--- src/rtl/bcd_sub_pkg.sv ---
// Shared definitions for the serial BCD subtractor: digit geometry, FSM states, digit validity helper.
// Latency: n/a (types, constants and a pure function only).
// Backpressure: n/a.
package bcd_sub_pkg;

  localparam int         DIGIT_W   = 4;
  localparam logic [3:0] BCD_MAX   = 4'd9;
  localparam logic [4:0] BCD_RADIX = 5'd10;

  typedef enum logic [1:0] {
    IDLE = 2'd0,
    SUB  = 2'd1,
    NEG  = 2'd2,
    DONE = 2'd3
  } state_t;

  function automatic logic is_bcd_digit(input logic [DIGIT_W-1:0] dig);
    return (dig <= BCD_MAX);
  endfunction

endpackage

--- src/rtl/bcd_digit_sub.sv ---
// Single-digit BCD subtractor with borrow chain: d = x - y - bin, wrapped into 0..9 with bout on underflow.
// Latency: combinational, zero cycles.
// Backpressure: none; pure function of its inputs.
// Ports: x, y  BCD digits; bin  borrow in; d  BCD difference digit; bout  borrow out.
module bcd_digit_sub
  import bcd_sub_pkg::*;
(
  input  logic [DIGIT_W-1:0] x,
  input  logic [DIGIT_W-1:0] y,
  input  logic               bin,
  output logic [DIGIT_W-1:0] d,
  output logic               bout
);

  logic [4:0] xe;
  logic [4:0] ye;
  logic [4:0] res;

  always_comb begin
    xe = {1'b0, x};
    ye = {1'b0, y} + {4'd0, bin};
    if (xe >= ye) begin
      res  = xe - ye;
      bout = 1'b0;
    end else begin
      // Borrow a ten from the next digit up.
      res  = xe + BCD_RADIX - ye;
      bout = 1'b1;
    end
    d = res[DIGIT_W-1:0];
  end

endmodule

--- src/rtl/bcd_serial_sub_ctrl.sv ---
// Sign-magnitude BCD subtractor |a-b|, one digit per cycle LSD first; a second ten's-complement pass fixes negatives.
// Latency: out_valid DIGITS+1 cycles after accept (2*DIGITS+1 if negative; 1 on bad digit with BCD_SUB_CHECK_EN).
// Backpressure: in_ready only in IDLE; result held with out_valid high until out_ready.
// Ports: clk/rst (sync, active high); in_valid/in_ready/a/b operand side; out_valid/out_ready/diff/sign/err result side.
// Optional macro BCD_SUB_CHECK_EN: flag non-BCD input digits on err and return a zero result immediately.
module bcd_serial_sub_ctrl
  import bcd_sub_pkg::*;
#(
  parameter int DIGITS = 4,
  parameter int CNT_W  = $clog2(DIGITS + 1)
) (
  input  logic                      clk,
  input  logic                      rst,
  input  logic                      in_valid,
  output logic                      in_ready,
  input  logic [DIGIT_W*DIGITS-1:0] a,
  input  logic [DIGIT_W*DIGITS-1:0] b,
  output logic                      out_valid,
  input  logic                      out_ready,
  output logic [DIGIT_W*DIGITS-1:0] diff,
  output logic                      sign,
  output logic                      err
);

  localparam int W = DIGIT_W * DIGITS;

  state_t             state;
  logic [W-1:0]       sa;
  logic [W-1:0]       sb;
  logic [W-1:0]       r;
  logic [W-1:0]       diff_q;
  logic               sign_q;
  logic               borrow;
  logic [CNT_W-1:0]   cnt;

  logic [DIGIT_W-1:0] du_x;
  logic [DIGIT_W-1:0] du_y;
  logic               du_bin;
  logic [DIGIT_W-1:0] du_d;
  logic               du_bout;
  logic [W-1:0]       r_in;
  logic               last;

  // The one shared digit unit; operands come from SA/SB in pass 1 and from R in pass 2.
  always_comb begin
    du_x   = '0;
    du_y   = '0;
    du_bin = 1'b0;
    case (state)
      SUB: begin
        du_x   = sa[DIGIT_W-1:0];
        du_y   = sb[DIGIT_W-1:0];
        du_bin = borrow;
      end
      NEG: begin
        du_x   = '0;
        du_y   = r[DIGIT_W-1:0];
        du_bin = borrow;
      end
      default: ;
    endcase
  end

  bcd_digit_sub u_digit (
    .x    (du_x),
    .y    (du_y),
    .bin  (du_bin),
    .d    (du_d),
    .bout (du_bout)
  );

  // R shifts right one digit and takes the new digit at the top, so after DIGITS
  // steps the LSD produced first has reached digit 0. Shift form also covers DIGITS=1.
  assign r_in = (r >> DIGIT_W) | (W'(du_d) << (DIGIT_W * (DIGITS - 1)));
  assign last = (cnt == CNT_W'(DIGITS - 1));

`ifdef BCD_SUB_CHECK_EN
  logic err_q;
  logic bad_in;

  always_comb begin
    bad_in = 1'b0;
    for (int i = 0; i < DIGITS; i++) begin
      if (!is_bcd_digit(a[i*DIGIT_W +: DIGIT_W]) || !is_bcd_digit(b[i*DIGIT_W +: DIGIT_W]))
        bad_in = 1'b1;
    end
  end

  assign err = err_q;
`else
  assign err = 1'b0;
`endif

  always_ff @(posedge clk) begin
    if (rst) begin
      state  <= IDLE;
      sa     <= '0;
      sb     <= '0;
      r      <= '0;
      diff_q <= '0;
      sign_q <= 1'b0;
      borrow <= 1'b0;
      cnt    <= '0;
`ifdef BCD_SUB_CHECK_EN
      err_q  <= 1'b0;
`endif
    end else begin
      case (state)
        IDLE: begin
          if (in_valid) begin
            sa     <= a;
            sb     <= b;
            borrow <= 1'b0;
            cnt    <= '0;
`ifdef BCD_SUB_CHECK_EN
            err_q <= bad_in;
            if (bad_in) begin
              diff_q <= '0;
              sign_q <= 1'b0;
              state  <= DONE;
            end else begin
              state <= SUB;
            end
`else
            state <= SUB;
`endif
          end
        end

        SUB: begin
          sa     <= sa >> DIGIT_W;
          sb     <= sb >> DIGIT_W;
          r      <= r_in;
          borrow <= du_bout;
          cnt    <= cnt + CNT_W'(1);
          if (last) begin
            // A final borrow means a<b: R holds 10^DIGITS - |a-b|, so complement it.
            borrow <= 1'b0;
            cnt    <= '0;
            if (du_bout) begin
              state <= NEG;
            end else begin
              diff_q <= r_in;
              sign_q <= 1'b0;
              state  <= DONE;
            end
          end
        end

        NEG: begin
          r      <= r_in;
          borrow <= du_bout;
          cnt    <= cnt + CNT_W'(1);
          if (last) begin
            diff_q <= r_in;
            sign_q <= 1'b1;
            state  <= DONE;
          end
        end

        DONE: begin
          if (out_ready) state <= IDLE;
        end

        default: state <= IDLE;
      endcase
    end
  end

  // Outputs decode straight from the state register; diff/sign hold between DONE visits.
  assign in_ready  = (state == IDLE);
  assign out_valid = (state == DONE);
  assign diff      = diff_q;
  assign sign      = sign_q;

endmodule
--- config.mk ---
export PLATFORM = sky130hd
export DESIGN_NAME = bcd_serial_sub_ctrl
export DESIGN_NICKNAME = d
export VERILOG_FILES = /design/src/rtl/bcd_sub_pkg.sv /design/src/rtl/bcd_digit_sub.sv /design/src/rtl/bcd_serial_sub_ctrl.sv
export SDC_FILE = /design/constraint.sdc
export NUM_CORES = 1
export LEC_CHECK = 0
export ABC_AREA = 0
export CAP_MARGIN = 20
export CORE_UTILIZATION = 55
export DETAILED_ROUTE_END_ITERATION = 8
export DONT_BUFFER_PORTS = 1
export GPL_ROUTABILITY_DRIVEN = 0
export PLACE_DENSITY = 0.84
export REMOVE_ABC_BUFFERS = 1
export SLEW_MARGIN = 20
export SYNTH_ARGS = -nofsm -noshare
export SYNTH_HDL_FRONTEND = slang
export SYNTH_SLANG_ARGS = --single-unit
export TNS_END_PERCENT = 5
--- constraint.sdc ---
create_clock -name clk -period 3.32 [get_ports clk]
set_input_delay 0.332 -clock clk [delete_from_list [all_inputs] [get_ports clk]]
set_output_delay 0.332 -clock clk [all_outputs]
set_load 0.01 [all_outputs]
-- Yosys cells after proc, flatten, opt, wreduce, memory -nomap -nowiden
Index checks and enable logic that the tools add are counted.
Widths: inputs -> output; s select.
- add/subtract/negate cells: 5
- magnitude comparators: 1
- equality and inequality tests: 9
- multiplexer cells: 29
- bitwise logic cells: 1
- reductions and logical operators: 9
- operator list (operator ; number):
    $pmux 16 s2 ; 3
    $mux 16 ; 5
    $or 12x16->16 ; 1
    $pmux 3 s3 ; 1
    $mux 1 ; 8
    $mux 2 ; 4
    $mux 4 ; 2
    $pmux 2 s4 ; 1
    $pmux 4 s2 ; 1
    $reduce_and 4->1 ; 2
    $sub 4x4->4 ; 2
    $mux 3 ; 2
    $ne 2x2->1 const B ; 3
    $add 4x1->5 ; 1
    $ge 4x5->1 ; 1
    $add 4x4->4 const B ; 1
    $eq 2x2->1 const B ; 2
    $ne 2x1->1 const B ; 2
    $reduce_and 2->1 ; 2
    $reduce_bool 2->1 ; 2
    $add 3x1->3 const B ; 1
    $eq 3x2->1 const B ; 1
    $pmux 1 s3 ; 1
    $reduce_bool 3->1 ; 1
    4 further kinds ; 4
- register bits after elaboration: 71
- bits of input ports: 36
- output and inout bits: 20
- word-level logic and storage cells: 62

-- Logic depth before layout (Yosys ltp)
Gate-level depths: netlist (run 1).
- depth after elaboration: 10
- depth in mapped cells: 17
- depth with buffers taken out: 16

-- By module
A second synthesis (run 1) with hierarchy kept.
- cells, all modules: 361
- area, all modules: 3585.9 um2
- by module, submodules not included (module ; instances ; cells each ; area each (um2) ; seq. area each (um2)):
    bcd_serial_sub_ctrl ; 1 ; 320 ; 3229.3 ; 1421.4
    bcd_digit_sub ; 1 ; 41 ; 356.6 ; 0.0

-- Least setup slack after synthesis (run 1)
Ideal clock, no wire load.
- path kind: register -> register
- start: reg state[0]
- end: reg r[14]
- library setup time: 79 ps
- arrival: 3462 ps
- data required time: 3241 ps
- path slack: -221 ps
- cell stages (with the launch flop): 15
- buffers on the path: 3
- period minus slack after synthesis: 3541 ps
- path through: dfxtp_1 -> inv_1 -> ha_1 -> clkbuf_1 -> clkbuf_1 -> nor2b_1 -> ha_1 -> ha_1 -> inv_1 -> ha_1 -> a2111oi_0 -> or3_1 -> buf_6 -> mux2_4 -> a211oi_2
- word-level cells in the longest chain between the ends: 7
- elaborated cells between the ends (all ways): 13
- classes of those cells: add/sub (4); order compare (1); eq/ne (2); mux (4); bitwise (1); reduce/logical (1)
- ends and longest elaborated chain (what ; line ; RTL):
    start: declaration ; bcd_serial_sub_ctrl.sv:27 ; state_t state;
    start signal: assignment ; bcd_serial_sub_ctrl.sv:96 ; state <= IDLE;
    start signal: assignment ; bcd_serial_sub_ctrl.sv:125 ; state <= SUB;
    start signal: assignment ; bcd_serial_sub_ctrl.sv:141 ; state <= NEG;
    $eq 2x2->1 or $eq 2x1->1 (tied branches) ; bcd_serial_sub_ctrl.sv:49, bcd_serial_sub_ctrl.sv:108 ;
    $reduce_or 2->1 (no source line) ; - ;
    $mux 1 ; bcd_serial_sub_ctrl.sv:49 ; case (state)
    $add 4x1->5 ; bcd_digit_sub.sv:21 ; ye = {1'b0, y} + {4'd0, bin};
    $sub 4x4->4, or another cell as far along ; bcd_digit_sub.sv:27 ; res = xe + BCD_RADIX - ye;
    $mux 4 ; bcd_digit_sub.sv:22 ; if (xe >= ye) begin
    $or 12x16->16 ; bcd_serial_sub_ctrl.sv:74 ; assign r_in = (r >> DIGIT_W) | (W'(du_d) << (DIGIT_W * (DIGITS - 1)));
    end signal: assignment ; bcd_serial_sub_ctrl.sv:133 ; r <= r_in;
    end signal: assignment ; bcd_serial_sub_ctrl.sv:151 ; r <= r_in;
    end: declaration ; bcd_serial_sub_ctrl.sv:30 ; logic [W-1:0] r;
Parallel ways exist; a longest one is shown, timed or not.
A chain may end at the register's enable or synchronous reset.

-- Worst setup path after layout (run 1)
- start: reg state[1]
- end: reg r[14]
The elaborated chain is that of the path after synthesis.

==> metrics.txt, run 1 <==
Layout area overhead=11.9%; R2R Path End=r[14]$_SDFFE_PP0P_; # placed instances=411; Leak=1.45 nW; # rows=27; Sink Count=71; cell mode on critical path=ha_1; worst rel slew slack=64.6%; R2R Setup Slk=approximately 0.14 ns; non-filler cells, final=430; average size of a mapped cell=around 9.3 sq um; drt wl/cell=15.4 microns; Max rail drop VDD=0.000546 V; Final Hold Viols=0; asr flop ratio synth=0%; Core Region=about 0.0057 sq mm; Peak Freq=0.314 GHz; Max-Cap Viols=0; max-slew violations=0; status=finished, final reports clean; Reg2Reg Depth=13; origin of the critical flop-to-flop path=state[1]$_SDFFE_PP0P_; setup violators final=0; critical path's largest stage delay=between 0.4 and 0.5 ns; Post-DP HPWL=4500 microns; final worst slack=between 0.1 and 0.15 ns; fin area=approximately 0.0037 sq mm; most common cell in the netlist=dfxtp_1; Clock transition at path regs=0.07 ns; dpl ws=-0.0581 ns; overall routing resource usage=a little over a fifth; slew of the pin with the lowest slew margin=0.528 ns; Seq/Total Area, Yosys=42.7%; total gr overflow=0; overall power=3.52 mW; H-tree depth=3; Initial Util=58.6%; I/O pins=56; Mapped Area=0.00333 sq mm; CP max stage cell=or3_1; filler cell count=477; area leader, netlist=dfxtp_1; critical path, cell by cell=buf_4, ha_4, a22oi_2, nor2b_1, ha_1, ha_1, xnor2_1, ha_1, o21a_1, nor2_1, or3_1, mux2_4, a211oi_2; I/O Buffers=0; post-layout min period=around 3.2 ns; die height=79.8 microns; Routed Antenna Nets=0; crit path from=state[1]$_SDFFE_PP0P_; arrival time of the worst setup path=3.46 ns; Final #Nets=between 400 and 500; placed instance area=about 0.0034 sq mm; Max Buffers Root-to-Sink=2; pwr/cell area=946 mW/mm^2; clock skew=0.00460 ns; pin count of the biggest net entering global routing=68; Ant. Diodes=0; CTS Hold Bufs=0; first-pass GRT wire length=10200 microns; top post-synthesis cells by count=71 x dfxtp_1, 61 x nor2_1, 51 x mux2i_1, 28 x a211oi_1, 17 x ha_1; Routed WL=6620 microns; peak fanout along the critical path=10; post-synthesis cell type count=39; Residual DRC=0; via-per-instance ratio=5.63; Die W=79.8 microns; Synth Flop Type=dfxtp_1; hold crit path type=primary input to register; Clk Latency, worst-skew pair=0.35 ns; number of synthesized flops with an enable pin=0; critical path type=register to register; number of CTS-inserted buffers=9; critical path capture point type=register; Yosys Warn Count=0; final core utilization=65.6%; initial antenna violation count=0; CP startpoint kind=register; via count=2422; die footprint=0.00636 sq mm; layout cell share with drive strength beyond 1=11.2%; Crit path required time=3.60 ns; top-area cell type share of the netlist area=42.7%; DR iter-0 viols=79; DR pass1 iterations=4; top cells by area, synth=dfxtp_1 43%, mux2i_1 15%, nor2_1 6.9%; fin crit share=95.8%; clock root cell=clkbuf_8; vias in the first global route=roughly 2.4k; Post-Syn Instances=approximately 360; crit path capture=r[14]$_SDFFE_PP0P_; CTS tree=done; flops & latches, synth=71
==> per-stage QoR <==
stage / setup TNS [ns] / hold slack, ns
after floorplan: -96.36 / 0.397
after global placement: 0 / 0.406
after detailed placement: -0.109 / 0.409
after CTS: 0 / 0.0260
after global routing: -0.0670 / 0.0230
final: 0 / 0.0384
==> layout by cell type (no fill, tap or decap), types with 10 or more instances in the layout <==
| cell type | n |
|---|---|
| nor2_1 | 61 |
| a211oi_1 | 28 |
| inv_1 | 13 |
| a21oi_1 | 13 |
| nand2_1 | 12 |
| ha_1 | 14 |
| mux2i_1 | 51 |
| nand3_1 | 11 |
| buf_4 | 10 |
| dfxtp_1 | 70 |
==> area by class of cell <==
type	count	area (sq um)	share of cell area, %
sequential	71	1430	38.3
clock inverter	6	109	2.93
multi-input combinational	244	1800	48.4
inverter	15	60.1	1.61
tap	72	90.1	2.42
timing repair buffer	12	108	2.89
clock buffer	10	128	3.43
==> worst min path at each step <==
stage / from / end / slack (ns) / cells after the start
detailed placement: rst / sa[12]$_SDFFE_PP0P_ / 0.41 / 1
floorplan: rst / r[14]$_SDFFE_PP0P_ / 0.40 / 1
global route: rst / sa[12]$_SDFFE_PP0P_ / 0.02 / 1
global placement: rst / sb[12]$_SDFFE_PP0P_ / 0.41 / 1
CTS: rst / sa[13]$_SDFFE_PP0P_ / 0.03 / 1
finish: rst / sa[12]$_SDFFE_PP0P_ / 0.04 / 1
==> timing repair <==
item,in CTS,in global routing
pin swaps,0,1
gates resized for setup,3,11
setup endpoints to repair,2,22
buffers inserted,0,3
endpoints found under the hold margin,0,0
==> cells by family after synthesis <==
logic type                 Yosys count  share of synthesized area, %
xor gates and xnor gates             6                          1.58
AOI/OAI and AO/OA                   70                          14.5
muxes                               52                          15.8
other                                1                         0.113
and+or+nand+nor                     96                          12.3
buffers and inverters               41                          5.42
DFF                                 71                          42.7
adders and majority gates           19                          7.60
==> critical path: cells and delay by family, from the launching register on <==
family | cells | cell delay, ns
AND/OR/NAND/NOR | 3 | 0.57
XOR/XNOR | 1 | 0.20
AO/OA/AOI/OAI | 3 | 0.57
buffers and inverters | 1 | 0.15
flip-flops | 1 | 0.35
multiplexers | 1 | 0.35
adder cells (fa/ha/maj) | 4 | 0.92
==> registers in the layout, summed over array words and instances (netlist names) <==
name    count
sign        1
sa         16
sb         16
cnt         3
r          16
diff       16
borrow      1
state       2
==> power by group <==
| group | internal [mW] | total (mW) | leakage, nW | switching, mW |
|---|---|---|---|---|
| Sequential | 1.10 | 1.27 | 0.581 | 0.166 |
| Combinational | 0.632 | 1.44 | 0.751 | 0.807 |
| Clock | 0.498 | 0.815 | 0.120 | 0.318 |
==> per-layer routing <==
metal	track usage, %	vias to the layer above	part of all wire, %
met5	0	-	0
met4	10.5	0	2.3
met3	8.57	19	7.4
met2	36.8	67	50
met1	21.9	1100	40
li1	-	1236	-
No activity file was read; power rests on OpenSTA's default activity.
==> inputs of run 2 (changes only) <==
--- a/config.mk
+++ b/config.mk
@@ -7,7 +7,9 @@
 export LEC_CHECK = 0
 export ABC_AREA = 0
 export CAP_MARGIN = 20
+export CORE_ASPECT_RATIO = 0.75
 export CORE_UTILIZATION = 55
+export CTS_CLUSTER_SIZE = 8
 export DETAILED_ROUTE_END_ITERATION = 8
 export DONT_BUFFER_PORTS = 1
 export GPL_ROUTABILITY_DRIVEN = 0
==> metrics.txt, run 2 (synthesized netlist as in run 1, its figures left out) <==
Core Region=around 0.006 sq mm; Most Crowded Layer GR=met2; Final #Nets=405; Layout area overhead=10.6%; dpl ws=-0.167 ns; worst rel slew slack=65.1%; Max-Cap Viols=0; GR Layer Usage met1=29.9%; met2 Track Usage GR=34.8%; CTS tree=done; Initial Util=57.1%; # rows=24; Ant. Diodes=0; H-tree depth=3; drt wl/cell=16.1 microns; Peak Freq=0.315 GHz; Routed Antenna Nets=0; Clk Latency, worst-skew pair=0.35 ns; pin count of the biggest net entering global routing=68; Hold Path Sink=diff[2]$_SDFFE_PP0P_; clock skew=0.00851 ns; R2R Setup Slk=0.15 ns; WHS=0.0474 ns; most frequent cells in the layout=69 x dfxtp_1, 61 x nor2_1, 51 x mux2i_1, 28 x a211oi_1; setup violators final=0; Post-DP HPWL=4620 microns; filler cell count=between 400 and 500; RSZ-0062 raised after global routing=true; Sink Count=71; total gr overflow=0; layout cell share with drive strength beyond 1=11.5%; post-layout min period=3.17 ns; GRT met3 Usage=8.22%; I/O pins=56; origin of the critical flop-to-flop path=state[0]$_SDFFE_PP0P_; max-slew violations=0; hold crit path type=primary input to register; DR iter-0 viols=119; Clock transition at path regs=0.07 ns; overall routing resource usage=between 20% and 30%; Reg2Reg Depth=16; Crit path required time=3.58 ns; first-pass GRT wire length=approximately 11000 microns; Max rail drop VDD=0.000550 V; die height=between 60 and 70 microns; final worst slack=roughly 0.15 ns; final core utilization=63.1%; Die W=between 90 and 100 microns; die footprint=0.00637 sq mm; pwr/cell area=931 mW/mm^2; postcts setup bufs=0; Final Hold Viols=0; slew of the pin with the lowest slew margin=0.524 ns; arrival time of the worst setup path=3.43 ns; most common cell after layout, fill and taps aside=dfxtp_1; fin crit share=95.5%; vias in the first global route=approximately 2.4k; Max Buffers Root-to-Sink=2; CP startpoint kind=register; initial antenna violation count=0; Routed WL=6980 microns; DR pass1 iterations=4; critical path type=register to register; status=finished, final reports clean; Hold Crit Start=rst; via count=2461; Leak=1.40 nW; clock root cell=clkbuf_8; peak fanout along the critical path=5; I/O Buffers=0; Hold Crit Depth=1; R2R Path End=r[15]$_SDFFE_PP0P_; number of CTS-inserted buffers=9; critical path capture point type=register; via-per-instance ratio=roughly 5.7; Residual DRC=0
==> run 2: timing repair <==
action	4_1_cts	5_1_grt
hold buffers	0	0
pin swaps	0	1
resized for setup	6	11
setup endpoints to repair	21	21
==> run 2: layer usage <==
metal / share of wire, % / up-vias
met2: 45 / 70
met3: 6.8 / 11
li1: - / 1220
met1: 46 / 1160
met4: 1.8 / 0
met5: 0 / -
==> run 2: worst max-delay path by stage <==
stage	from	to	slack (ns)	cells past startpoint
3_3_place_gp	state[0]$_SDFFE_PP0P_	r[14]$_SDFFE_PP0P_	0.05	12
6_report	state[0]$_SDFFE_PP0P_	r[15]$_SDFFE_PP0P_	0.15	16
5_1_grt	state[0]$_SDFFE_PP0P_	r[15]$_SDFFE_PP0P_	-0.03	16
3_5_place_dp	state[0]$_SDFFE_PP0P_	r[14]$_SDFFE_PP0P_	-0.17	12
2_1_floorplan	state[0]$_SDFFE_PP0P_	diff[0]$_SDFFE_PP0P_	-2.05	12
4_1_cts	state[0]$_SDFFE_PP0P_	r[15]$_SDFFE_PP0P_	0.003	15
==> run 2: report_power, final <==
part           switching [mW]  internal [mW]
Combinational           0.822          0.625
Sequential              0.172           1.10
Clock                   0.317          0.386
Total                    1.31           2.11
==> run 2: stage by stage <==
step,total power [mW],setup TNS [ns],std cells,area (sq um)
2_1_floorplan,2.31,-96.36,330,3200
3_3_place_gp,2.56,0,417,3400
3_5_place_dp,2.63,-1.74,417,3400
4_1_cts,3.36,0,433,3630
5_1_grt,3.64,-0.0276,433,3680
6_report,3.42,0,433,3680
==> run 2: cell type report <==
| cell class | count | area [sq um] | area share, % |
|---|---|---|---|
| Tap cell | 78 | 97.6 | 2.65 |
| Inverter | 15 | 56.3 | 1.53 |
| Clock buffer | 11 | 151 | 4.12 |
| Timing Repair Buffer | 9 | 83.8 | 2.28 |
| Clock inverter | 5 | 56.3 | 1.53 |
| Sequential cell | 71 | 1430 | 38.9 |
| Multi-Input combinational cell | 244 | 1800 | 49.0 |
==> run 2: worst max-delay path: stages, from the launching register on <==
cell,delay [ns]
dfxtp_4,0.38
inv_2,0.07
ha_2,0.22
a22oi_1,0.20
nor2b_1,0.07
ha_1,0.23
ha_4,0.30
inv_1,0.05
ha_1,0.33
inv_1,0.10
ha_1,0.16
inv_1,0.05
fa_2,0.35
xnor2_2,0.14
xnor2_1,0.13
mux2i_1,0.11
a211oi_1,0.19
==> inputs of run 3 (changes only) <==
--- a/config.mk
+++ b/config.mk
@@ -8,12 +8,11 @@
 export ABC_AREA = 0
 export CAP_MARGIN = 20
 export CORE_ASPECT_RATIO = 0.75
-export CORE_UTILIZATION = 55
+export CORE_UTILIZATION = 48
 export CTS_CLUSTER_SIZE = 8
 export DETAILED_ROUTE_END_ITERATION = 8
-export DONT_BUFFER_PORTS = 1
 export GPL_ROUTABILITY_DRIVEN = 0
-export PLACE_DENSITY = 0.84
+export PLACE_DENSITY = 0.87
 export REMOVE_ABC_BUFFERS = 1
 export SLEW_MARGIN = 20
 export SYNTH_ARGS = -nofsm -noshare
==> metrics.txt, run 3 (synthesized netlist as in run 1, its figures left out) <==
status=finished, violations left; failing checks=design-rule violations; Post-DP HPWL=between 5000 and 6000 microns; Leak=approximately 1.6 nW; via count=roughly 2.7k; slew of the pin with the lowest slew margin=between 0.7 and 0.8 ns; CTS tree=done; hold crit path type=register to register; fin area=0.00426 sq mm; Initial Util=51.1%; I/O Buffers=54; CP startpoint kind=register; overall routing resource usage=approximately 21%; GRT met3 Usage=6.39%; Reg2Reg Depth=17; post-layout min period=3.22 ns; critical path capture point type=register; Final Hold Viols=0; drt wl/cell=~15 microns; met2 Track Usage GR=33.9%; setup violators final=0; Routed WL=7350 microns; pin count of the biggest net entering global routing=57; critical path type=register to register; most common cell after layout, fill and taps aside=dfxtp_1; number of CTS-inserted buffers=9; Core Region=about 0.0065 sq mm; Hold Path Sink=sa[12]$_SDFFE_PP0P_; die footprint=0.00727 sq mm; I/O pins=56; Final #Nets=~470; clock skew=0.00710 ns; arrival time of the worst setup path=3.46 ns; # rows=25; max-slew violations=0; via-per-instance ratio=5.51; GR Layer Usage met1=25.8%; Clock transition at path regs=0.08 ns; R2R Setup Slk=0.1 ns; Most Crowded Layer GR=met2; total gr overflow=0; Max-Cap Viols=0; R2R Path End=diff[15]$_SDFFE_PP0P_; Die W=98.1 microns; DR iter-0 viols=117; origin of the critical flop-to-flop path=state[0]$_SDFFE_PP0P_; worst rel slew slack=52.6%; vias in the first global route=2531; # placed instances=between 400 and 500; Residual DRC=3; Hold Crit Depth=2; Hold Crit Start=sa[12]$_SDFFE_PP0P_; initial antenna violation count=0; DR pass1 iterations=7; Peak Freq=about 0.31 GHz; Crit path required time=~3.6 ns; clock root cell=clkbuf_8; layout cell share with drive strength beyond 1=approximately 12%; non-filler cells, final=approximately 500; fin crit share=between 90 and 100%; Clk Latency, worst-skew pair=0.35 ns; H-tree depth=3; Sink Count=71; setup tns final=0 ns; first-pass GRT wire length=11700 microns; Layout area overhead=28.0%; Max rail drop VDD=~0.00037 V; pwr/cell area=842 mW/mm^2; most frequent cells in the layout=69 x dfxtp_1, 61 x nor2_1, 53 x clkdlybuf4s50_1, 51 x mux2i_1, 28 x a211oi_1; placed instance area=0.00395 sq mm; die height=74.1 microns; Max Buffers Root-to-Sink=2; Ant. Diodes=0; CTS Hold Bufs=0; Routed Antenna Nets=0; peak fanout along the critical path=5
==> run 3: cell count changes in the layout (fill, tap and decap cells not counted), moves of 2 or more <==
cell,previous run,this run
buf_4,7,14
clkbuf_8,11,9
clkdlybuf4s50_1,0,53
clkinvlp_4,1,3
ha_2,3,1
ha_4,2,4
==> run 3: timing repair <==
action                                  4_1_cts  5_1_grt
endpoints found under the setup margin       21       20
endpoints found under the hold margin         0        0
pin swaps                                     2        4
gates resized for setup                       6       10
setup buffers                                 0        4
==> run 3: stage by stage <==
step / power, mW / util [%] / hold WS, ns / setup slack (ns)
floorplan: 2.31 / - / 0.397 / -2.05
CTS: 3.47 / 64.1 / 0.456 / 0.0164
finish: 3.58 / 65.4 / 0.453 / 0.0988
global route: 3.81 / 65.4 / 0.476 / -0.00756
global placement: 2.71 / 60.8 / 0.438 / 0.126
detailed placement: 2.78 / 60.8 / 0.445 / -0.172
==> run 3: per-layer routing <==
layer / wire, microns / vias up
met5: 0 / -
met4: 68 / 0
met3: 492 / 7
met2: 3540 / 84
met1: 3240 / 1295
li1: - / 1349
==> run 3: worst max path at each step <==
stage | from | end | cells past startpoint | slack (ns)
2_1_floorplan | state[0]$_SDFFE_PP0P_ | diff[0]$_SDFFE_PP0P_ | 12 | -2.05
3_3_place_gp | state[0]$_SDFFE_PP0P_ | r[14]$_SDFFE_PP0P_ | 12 | 0.13
3_5_place_dp | state[0]$_SDFFE_PP0P_ | r[15]$_SDFFE_PP0P_ | 16 | -0.17
4_1_cts | state[0]$_SDFFE_PP0P_ | r[15]$_SDFFE_PP0P_ | 15 | 0.02
5_1_grt | state[0]$_SDFFE_PP0P_ | diff[9]$_SDFFE_PP0P_ | 14 | -0.008
6_report | state[0]$_SDFFE_PP0P_ | diff[15]$_SDFFE_PP0P_ | 17 | 0.1
==> run 3: cell type report <==
cell class                 count  area [sq um]
clock inverter                 7          72.6
multi-input combinational    244          1810
sequential                    71          1430
tap                           81           101
clock buffer                   9           124
timing repair buffer          69           661
inverter                      15          60.1
fill                         498          2250
==> run 3: worst max-delay path: stages, from the launching register on <==
cell,delay [ns]
dfxtp_4,0.36
clkinvlp_4,0.13
ha_4,0.21
a22oi_2,0.18
nor2b_1,0.07
ha_2,0.19
ha_4,0.29
inv_1,0.04
ha_1,0.31
inv_1,0.09
ha_1,0.15
inv_1,0.05
fa_2,0.35
xnor2_2,0.15
xnor2_1,0.14
mux2i_1,0.21
buf_4,0.14
a21oi_1,0.05
==> run 3: where the power goes <==
part | switching (mW) | leakage [nW] | internal (mW) | total, mW
combinational | 0.888 | 0.944 | 0.767 | 1.66
sequential | 0.148 | 0.582 | 1.10 | 1.25
clock | 0.332 | 0.0956 | 0.348 | 0.680
total | 1.37 | 1.62 | 2.21 | 3.58
